## src/rtl/mem_pkg.sv

```systemverilog
// Shared command and state encodings for the memory arbiter.
// No logic; constants, state enum and a command-decode helper only.
// Not applicable: no handshakes live here.
package mem_pkg;

   localparam logic [1:0] MNONE  = 2'b00;
   localparam logic [1:0] MREAD  = 2'b01;
   localparam logic [1:0] MWRITE = 2'b10;

   typedef enum logic [1:0] {
      IDLE   = 2'b00,
      ACCESS = 2'b01,
      RESP   = 2'b10
   } state_t;

   // 2'b11 is reserved and decodes the same as MNONE.
   function automatic logic cmd_vld(input logic [1:0] cmd);
      return (cmd == MREAD) || (cmd == MWRITE);
   endfunction

endpackage

```

## src/rtl/rr_arbiter2.sv

```systemverilog
// Two-way round-robin grant: a lone requester wins, a tie goes to the port not granted last.
// Latency: purely combinational, zero cycles.
// Backpressure: none; the caller decides when the grant is consumed.
module rr_arbiter2 (
   input  logic [1:0] req,
   input  logic       last_b,
   output logic [1:0] grant
);

   // Bit 0 is port A, bit 1 is port B; at most one bit is ever set.
   always_comb begin
      grant    = 2'b00;
      grant[0] = req[0] & (~req[1] | last_b);
      grant[1] = req[1] & (~req[0] | ~last_b);
   end

endmodule

```

## src/rtl/mem_arbiter.sv

```systemverilog
// Arbitrates two requesters onto one single-port-style RAM, one transaction at a time.
// Latency: fixed 3 cycles per transaction (IDLE sample, ACCESS, RESP with ack).
// Backpressure: requesters hold their request until ack; inputs are only sampled in IDLE.
module mem_arbiter
   import mem_pkg::*;
#(
   parameter int DATA_W = 16,
   parameter int ADDR_W = 8
) (
   input  logic              clk,
   input  logic              reset_n,
   input  logic [1:0]        a_cmd,
   input  logic [ADDR_W:0]   a_addr,
   input  logic [DATA_W-1:0] a_wdata,
   input  logic [1:0]        b_cmd,
   input  logic [ADDR_W:0]   b_addr,
   input  logic [DATA_W-1:0] b_wdata,
   output logic              a_ack,
   output logic              b_ack,
   output logic [DATA_W-1:0] rdata,
   output logic              err,
   output logic              busy,
   output logic [ADDR_W-1:0] ram_read_address,
   output logic [ADDR_W-1:0] ram_write_address,
   output logic              ram_write,
   output logic [DATA_W-1:0] ram_din,
   input  logic [DATA_W-1:0] ram_dout
);

   state_t            state_q;
   state_t            state_d;
   logic [1:0]        grant_q;
   logic              last_b_q;
   logic [ADDR_W:0]   addr_q;
   logic [DATA_W-1:0] wdata_q;
   logic [1:0]        cmd_q;

   logic [1:0]        req_vld;
   logic [1:0]        arb_grant;
   logic              start;
   logic              unmapped;

   assign req_vld  = {cmd_vld(b_cmd), cmd_vld(a_cmd)};
   assign start    = (state_q == IDLE) && (|req_vld);
   assign unmapped = addr_q[ADDR_W];

   rr_arbiter2 u_rr (
      .req    (req_vld),
      .last_b (last_b_q),
      .grant  (arb_grant)
   );

   // Both RAM address ports follow the latched request address.
   assign ram_read_address  = addr_q[ADDR_W-1:0];
   assign ram_write_address = addr_q[ADDR_W-1:0];
   assign ram_din           = wdata_q;

   // State register; reset abandons any in-flight transaction without an ack.
   always_ff @(posedge clk or negedge reset_n) begin
      if (!reset_n) begin
         state_q <= IDLE;
      end else begin
         state_q <= state_d;
      end
   end

   // Capture the winning request in IDLE; last_b starts at B so A takes the first tie.
   always_ff @(posedge clk or negedge reset_n) begin
      if (!reset_n) begin
         grant_q  <= 2'b00;
         last_b_q <= 1'b1;
         addr_q   <= '0;
         wdata_q  <= '0;
         cmd_q    <= MNONE;
      end else if (start) begin
         grant_q  <= arb_grant;
         last_b_q <= arb_grant[1];
         addr_q   <= arb_grant[0] ? a_addr  : b_addr;
         wdata_q  <= arb_grant[0] ? a_wdata : b_wdata;
         cmd_q    <= arb_grant[0] ? a_cmd   : b_cmd;
      end
   end

   // Next state and outputs, all decoded from registered state and the RAM's registered dout.
   always_comb begin
      state_d   = state_q;
      ram_write = 1'b0;
      a_ack     = 1'b0;
      b_ack     = 1'b0;
      err       = 1'b0;
      rdata     = '0;
      busy      = (state_q != IDLE);
      case (state_q)
         IDLE: begin
            if (|req_vld) state_d = ACCESS;
         end
         ACCESS: begin
            ram_write = (cmd_q == MWRITE) && !unmapped;
            state_d   = RESP;
         end
         RESP: begin
            a_ack   = grant_q[0];
            b_ack   = grant_q[1];
            err     = unmapped;
            if ((cmd_q == MREAD) && !unmapped) rdata = ram_dout;
            state_d = IDLE;
         end
         default: state_d = IDLE;
      endcase
   end

endmodule

```

## config.mk

```make
export PLATFORM = sky130hd
export DESIGN_NAME = mem_arbiter
export DESIGN_NICKNAME = d
export VERILOG_FILES = /design/src/rtl/mem_pkg.sv /design/src/rtl/rr_arbiter2.sv /design/src/rtl/mem_arbiter.sv
export SDC_FILE = /design/constraint.sdc
export NUM_CORES = 1
export LEC_CHECK = 0
export BUFFER_PORTS_ARGS = -buffer_cell sky130_fd_sc_hd__buf_2
export CORE_MARGIN = 2
export CORE_UTILIZATION = 40
export DETAILED_ROUTE_END_ITERATION = 12
export MAX_ROUTING_LAYER = met4
export PLACE_DENSITY = 0.76
export SLEW_MARGIN = 10
export SYNTH_ARGS = -nofsm -noshare
export SYNTH_HDL_FRONTEND = slang
export SYNTH_HIERARCHICAL = 1
export SYNTH_SLANG_ARGS = --single-unit
```

## constraint.sdc

```tcl
create_clock -name clk -period 2.9 [get_ports clk]
set_input_delay 0.29 -clock clk [delete_from_list [all_inputs] [get_ports clk]]
set_output_delay 0.29 -clock clk [all_outputs]
set_load 0.02 [all_outputs]
```

==> metrics.txt <==
largest net degree at the start of global routing=33; Iter 0 DRT Violations=47; vias per cell=4.53; Max Slew Vio Count=0; RePlAce Congestion=0.696; Setup Skew=0.00706 ns; Slew headroom=0.516; clk_lat worst skew=0.28 ns; fin crit share=0.678; met2 wire len=2040 um; largest family of logic cells by synthesized area=multiplexers; CTS tree=done; Synth Area in Compound Gates=0.0159; total gr overflow=0; synth unique cells=20; adder-cell share of the synthesized area=0; via count of the routed design=1,453; drt first pass iters=3; die area=0.00550 mm2; VDD IR max=0.584 mV; Total GRT Usage=0.161; Combinational Power Share=0.541; CTS sink cnt=32; final setup vio count=0; Static Leak=1.41 nW; CTS clk-pin slew, worst paths=0.07 ns; dpl hpwl=3230 um; Sw Share=0.371; fin util=0.554; reg-to-reg startpoint=last_b_q; Syn. warnings=6; crit path launch=state_q[0]; P_sw=1.05 mW; Synth Area in XOR/XNOR=0.00889; Final Hold Fails=0; postcts setup bufs=0; layout cells sized above 1=0.760; Ports=125; nets=325; status=completed; most frequent cells in the layout=124 x buf_2, 31 x dfrtp_1, 29 x mux2_4; hold buffer count at cts=0; core area=0.00472 mm2; power density over cell area=1080 mW/mm2; Seq pwr share=0.294; PortBufs=124; CP Max Fanout=16; diodes inserted=0; RSZ-0062 raised after global routing=no; Cell Area, Synth=0.00197 mm2; Area Overhead vs Synth=33.0%; Die Width=74.2 um; WL final=4270 um; CP Data Required Time=2.61 ns; fillers=389; worst setup path category=flop to output port; RR Endpoint=addr_q[1]; Int Pwr=1.77 mW; Routed Antenna Nets=0; Starting Density=0.417; total negative setup slack=0 ns; R2R cell count=5; simple-gate share of the synthesized area=0.0807; Post-Route M1 WL=1720 um; global-route wire length before repair=6430 um; critical path arrival=1.68 ns; CTS buffer count=5; Clock power frac=0.165; met3 routed wirelength=480 um; synthesized flop and latch total=32; hold_ws=0.0592 ns; H-Tree Depth=2; Wirelength per Cell=13.3 um; Mapped Avg Cell Area=13.7 um2; Max Root-Sink Buffers=2; die extent in y=74.2 um; min cycle time layout=1.97 ns; Net Count, Synth=216; DR top layer=met4; most common cell after layout, fill and taps aside=buf_2; post-route DRC violation count=0; Slew @ Worst Pin=0.726 ns; end point of the critical path=rdata[5]; initial antenna violation count=0; FMAX=0.508 GHz; vias in the first global route=1,429; Critical Path Sink Type=output port; post-CTS resize count=0; max-cap check violation count=0; Hold Crit Class=primary input to asynchronous set/reset pin; CTS root buffer=clkbuf_8; register area share after synthesis=0.407; Reg2Reg Setup Slack=1.00 ns; Worst Setup Start Kind=flop; row count=25; Post-Synthesis Cells=144; mux contribution to synthesized area=0.381
## cell usage after synthesis, drive strengths merged
library cell  count  area, um2
a21boi            2       15.0
and2             19        119
and2b             1       7.51
and3              2       12.5
buf              22        201
clkbuf            1       3.75
dfrtp            31        776
dfstp             1       26.3
inv               1       3.75
mux2             57        751
nor2              2       7.51
nor2b             1       6.26
o21ba             1       16.3
or2               1       6.26
xor2              2       17.5
## worst min-delay path by stage
stage / end / depth (start not counted)
after floorplan: addr_q[0] / 0
after global placement: addr_q[7] / 1
after detailed placement: addr_q[7] / 1
after CTS: ram_din[6] / 1
after global routing: ram_din[6] / 1
final: ram_din[6] / 1
## kinds of logic after synthesis
logic type                Yosys count
AOI/OAI and AO/OA                   3
and+or+nand+nor                    26
xor gates and xnor gates            2
muxes                              57
DFF                                32
buffers and inverters              24
## metal layers
metal  vias up  global-route usage
met2        90               0.266
met3         4              0.0515
met4         0              0.0364
li1        693                   -
met5         -                   -
met1       666               0.191
## critical path, cell delays in order (launching register included)
cell,delay [ns]
dfrtp_1,0.38
nor2b_1,0.24
and3_1,0.42
and2_1,0.18
buf_2,0.17
## final cells by class
| cell class | count | area [um2] | area share |
|---|---|---|---|
| multi-input combinational | 88 | 962 | 0.367 |
| sequential | 32 | 802 | 0.306 |
| timing repair buffer | 125 | 641 | 0.245 |
| clock buffer | 7 | 96.3 | 0.0368 |
| tap | 67 | 83.8 | 0.0320 |
| clock inverter | 1 | 30.0 | 0.0115 |
| inverter | 1 | 3.75 | 0.00143 |
## sequential cells by signal (all words and copies together) (netlist names)
name / flops
grant_q: 2
state_q: 2
cmd_q: 2
addr_q: 9
last_b_q: 1
ram_din: 16
## power groups by stage
stage	combinational [mW]	sequential [mW]	clock, mW
after global routing	1.62	0.861	0.505
after CTS	1.54	0.829	0.479
final	1.52	0.827	0.466
after global placement	1.52	0.829	0
after floorplan	1.24	0.954	0
after detailed placement	1.54	0.828	0
## stage by stage
stage,instance area [um2],power [mW],std cells,worst slack [ns]
after floorplan,1970,2.19,144,1.13
after global placement,2490,2.35,313,0.899
after detailed placement,2490,2.37,313,0.847
after CTS,2620,2.85,321,0.914
after global routing,2620,2.99,321,0.768
final,2620,2.82,321,0.932
Power figures use the tool's default switching activity.
